### config.mk
export PLATFORM = sky130hd
export DESIGN_NAME = relu2_layer_controller
export DESIGN_NICKNAME = d
export VERILOG_FILES = /design/src/rtl/relu2_layer_controller.sv
export SDC_FILE = /design/constraint.sdc
export NUM_CORES = 1
export LEC_CHECK = 0
export CORE_MARGIN = 2
export CORE_UTILIZATION = 38
export CTS_CLUSTER_DIAMETER = 200
export DETAILED_ROUTE_END_ITERATION = 10
export HOLD_SLACK_MARGIN = 0.03
export PLACE_DENSITY = 0.8
export SYNTH_ARGS = -nofsm -noshare
export SYNTH_HDL_FRONTEND = slang
export SYNTH_SLANG_ARGS = --single-unit
### constraint.sdc
create_clock -name clk -period 2 [get_ports clk]
set_input_delay 0.2 -clock clk [delete_from_list [all_inputs] [get_ports clk]]
set_output_delay 0.2 -clock clk [all_outputs]
set_load 0.01 [all_outputs]
### src/rtl/relu2_layer_controller.sv
// relu2_layer_controller: applies ReLU to every upstream activation and writes the results into the ReLU2 memory
// Ports: clk/reset (sync, active-high); start launches a pass; busy/done report progress;
// pos_count counts positive results; src_addr/src_data read the upstream memory;
// mem_write_* / mem_data_in drive the ReLU2 write port; mem_read_addr/mem_data_out are
// its read port, exposed to the consumer as cons_read_addr/cons_data, qualified by cons_valid.
module relu2_layer_controller #(
    parameter int DEPTH  = 64,
    parameter int ADDR_W = 16,
    parameter int DATA_W = 32,
    parameter int CNT_W  = 7
) (
    input  logic                     clk,
    input  logic                     reset,
    input  logic                     start,
    output logic                     busy,
    output logic                     done,
    output logic [CNT_W-1:0]         pos_count,
    output logic [ADDR_W-1:0]        src_addr,
    input  logic signed [DATA_W-1:0] src_data,
    output logic [ADDR_W-1:0]        mem_write_addr,
    output logic signed [DATA_W-1:0] mem_data_in,
    output logic                     mem_write_enable,
    output logic [ADDR_W-1:0]        mem_read_addr,
    input  logic signed [DATA_W-1:0] mem_data_out,
    input  logic [ADDR_W-1:0]        cons_read_addr,
    output logic signed [DATA_W-1:0] cons_data,
    output logic                     cons_valid
);
    localparam logic [1:0] IDLE = 2'd0, RUN = 2'd1, DRAIN = 2'd2, DONE = 2'd3;
    logic [1:0]               state;
    logic [ADDR_W-1:0]        idx;
    logic [ADDR_W-1:0]        wr_addr_q;
    logic signed [DATA_W-1:0] wr_data_q;
    logic                     wr_vld_q;
    logic                     go;
    logic                     last;
    assign go   = start && (state == IDLE || state == DONE);
    assign last = idx == ADDR_W'(DEPTH - 1);
    always_ff @(posedge clk) begin
        if (reset) begin
            state     <= IDLE;
            idx       <= '0;
            wr_vld_q  <= 1'b0;
            wr_addr_q <= '0;
            wr_data_q <= '0;
            pos_count <= '0;
        end else begin
            wr_vld_q <= state == RUN;
            if (state == RUN) begin
                wr_data_q <= (src_data > 0) ? src_data : '0;
                wr_addr_q <= idx;
            end
            // the count saturates at DEPTH so a mis-sized pass can never wrap it
            if (go)
                pos_count <= '0;
            else if (wr_vld_q && wr_data_q > 0 && pos_count != CNT_W'(DEPTH))
                pos_count <= pos_count + 1'b1;
            if (go) begin
                state <= RUN;
                idx   <= '0;
            end else if (state == RUN) begin
                if (last)
                    state <= DRAIN;
                else
                    idx <= idx + 1'b1;
            end else if (state == DRAIN) begin
                state <= DONE;
            end
        end
    end
    assign busy             = state == RUN || state == DRAIN;
    assign done             = state == DONE;
    assign src_addr         = (state == RUN) ? idx : '0;
    assign mem_write_enable = wr_vld_q;
    assign mem_write_addr   = wr_addr_q;
    assign mem_data_in      = wr_data_q;
    assign mem_read_addr    = cons_read_addr;
    assign cons_data        = mem_data_out;
    assign cons_valid       = state == DONE;
endmodule

==> metrics.txt <==
outcome finished clean; final setup vio count 0; pre-CTS setup slack 0.0908 ns; cell family with most CP delay buffers and inverters; cell-internal power 2410 uW; initial antenna violation count 0; Rel. slew slack 0.684; gpl congestion 0.885; DR vias 2865; die area 9720 sq um; critical path class reg -> out; # clock sinks 74; initial drt markers 108; CTS Buf Count 9; max incr delay on CP 0.37 ns; count leader, synth dfxtp_1; Seq/Total Area, Yosys 0.436; Clock Skew 0.0156 ns; core footprint 8680 sq um; switching power share of the total 0.254; H-tree depth 3; Cell Rows 34; count of final hold-check violations 0; pwr dens 712 nW/um^2; # DRC 0; DP Cell Count 525; Max rail drop VDD 0.363 mV; NumNets Final 518; Die Wd 98.6 um; Mapped Nets 454; Max Fclk 0.565 GHz; HPWL after DPL 6460 um; top post-synthesis cells by count 74 x dfxtp_1, 50 x buf_4, 41 x nor2_1; crit path buf inv count 3; Switch Pwr 820 uW; # diodes 0; asr flop ratio synth 0; Seq pwr share 0.477; Sum Neg Setup Slack 0 ns; I/O Buffers 109; final cell count without fillers 541; crit-path max FO 19; number of synthesized flops with an enable pin 0; largest net degree at the start of global routing 33; Max-cap violations 0; combinational power share 0.117; crit path time final 1.77 ns; Min-Delay Endpoint cons_data[6]; Slew @ Worst Pin 0.471 ns; Initial Util 0.392; count of warnings emitted by yosys 0; Die Span Y 98.6 um; Root Driver clkbuf_8; fin crit share 0.886; Synth Area per Inst 9.34 sq um; Primary FF master, synth dfxtp_1; wire per inst 15.8 um; Crit-path slowest cell dfxtp_1; Worst Setup Start Kind register; biggest area consumer among synthesized cells dfxtp_1; CTS clock-pin slew for the worst setup and hold paths 0.08 ns; met3 usage 0.0404; Max Slew Vio Count 0; Synth Cell Area 3400 sq um; first-pass GRT wire length 13900 um; # IOs 206; leakage power 0.00182 uW; reg2reg end pos_count[6]; arrival time at the worst endpoint 1.57 ns; number of vias per cell 5.30; RSZ-0062 raised after global routing false; gr usage total 0.175; worst path cell trace inv_2 > ha_4 > buf_12 > and2_1 > dlygate4sd2_1; synth top area cells dfxtp_1 44%, buf_4 11%, a22o_1 8.0%; reg2reg start mem_data_in[24]; Yosys cell types 41; vias in the first global route 2784; CTS max path bufs 2; fraction of final layout cells with drive strength greater than 1 0.0947; WHS Path Cells 0; reg2reg path depth 5; Final ANT Viol Nets 0; CP endpoint kind output port; Syn-to-layout area delta 33.3%; flops & latches, synth 74; Top Usage Layer GRT met2; total power draw 3230 uW; final wirelength 8570 um; Clk pwr share 0.405; clk_lat worst skew 0.35 ns; met1 usage in global routing 0.224; Worst Hold Class in -> out; worst hold start mem_data_out[6]; First-pass DRT Iterations 4; remaining global-route overflow 0; Req. time, crit path 1.80 ns; grt met2 use 0.285; FF-to-FF setup slack 0.26 ns; final setup margin 0.229 ns; CTS tree built; synthesized instance count 364; post-synth top area share 0.436
placed cells by master (no fill, tap or decap), drive strengths merged, types with 4 or more instances in the layout:
cell type | netlist | layout
inv | 7 | 9
dlygate4sd2 | 0 | 10
a21oi | 25 | 25
nor2 | 42 | 42
and3 | 4 | 4
a22o | 31 | 31
nand3 | 8 | 8
xor2 | 13 | 13
buf | 58 | 8
dfxtp | 74 | 74
ha | 7 | 7
clkbuf | 6 | 9
nand2 | 15 | 15
nor4 | 22 | 22
clkdlybuf4s50 | 0 | 92
nand4 | 11 | 11
and2 | 16 | 16
dlymetal6s2s | 0 | 7
area by class of cell:
class / count / area, sq um
Fill cell: 806 / 4150
Clock buffer: 9 / 124
Sequential cell: 74 / 1480
Multi-Input combinational cell: 219 / 1480
Timing Repair Buffer: 117 / 1180
Inverter: 7 / 26.3
Clock inverter: 7 / 101
Tap cell: 108 / 135
registers in the layout, indices dropped and copies added (netlist names):
name              count
mem_write_addr       16
mem_data_in          32
idx                  16
state                 2
pos_count             7
mem_write_enable      1
power groups by stage:
stage          combinational (uW)  clock (uW)  sequential [uW]
5_1_grt                       408        1410             1550
4_1_cts                       381        1340             1540
6_report                      379        1310             1540
3_5_place_dp                  378           0             1570
3_3_place_gp                  373           0             1570
2_1_floorplan                 259           0             1580
stage by stage:
stage / cell area, sq um / util / hold WS, ns
5_1_grt: 4530 / 0.522 / 0.400
3_5_place_dp: 4290 / 0.494 / 0.400
3_3_place_gp: 4290 / 0.494 / 0.400
4_1_cts: 4510 / 0.520 / 0.400
6_report: 4530 / 0.522 / 0.400
2_1_floorplan: 3400 / - / 0.326
what timing repair did:
| action | 4_1_cts | 5_1_grt |
|---|---|---|
| pin swaps | 0 | 0 |
| buffers inserted | 0 | 0 |
| endpoints found under the hold margin | 0 | 0 |
| hold buffers | 0 | 0 |
| cloned | 0 | 0 |
| endpoints found under the setup margin | 17 | 7 |
| gates resized for setup | 14 | 7 |
metal layers:
metal / vias to the layer above / share of wire
li1: 1370 / -
met1: 1375 / 0.44
met2: 97 / 0.49
met3: 23 / 0.050
met4: 0 / 0.020
met5: - / 0
how the worst max path moves through the flow:
stage                            start        endpoint  slack [ns]  cells after the start
after floorplan           pos_count[0]    pos_count[0]        0.48                      7
after global placement    src_data[25]  mem_data_in[0]        0.08                      7
after detailed placement  src_data[25]  mem_data_in[1]        0.09                      7
after CTS                     state[0]            busy        0.02                      4
after global routing          state[1]     src_addr[7]        0.12                      5
final                         state[1]     src_addr[6]        0.23                      5
cell families after synthesis:
group	after synthesis	synth area share
AND/OR/NAND/NOR	129	0.220
buffers and inverters	71	0.135
AO/OA/AOI/OAI	68	0.144
XOR/XNOR	15	0.0386
flip-flops	74	0.436
adder cells (fa/ha/maj)	7	0.0258
Power figures use the tool's default switching activity.
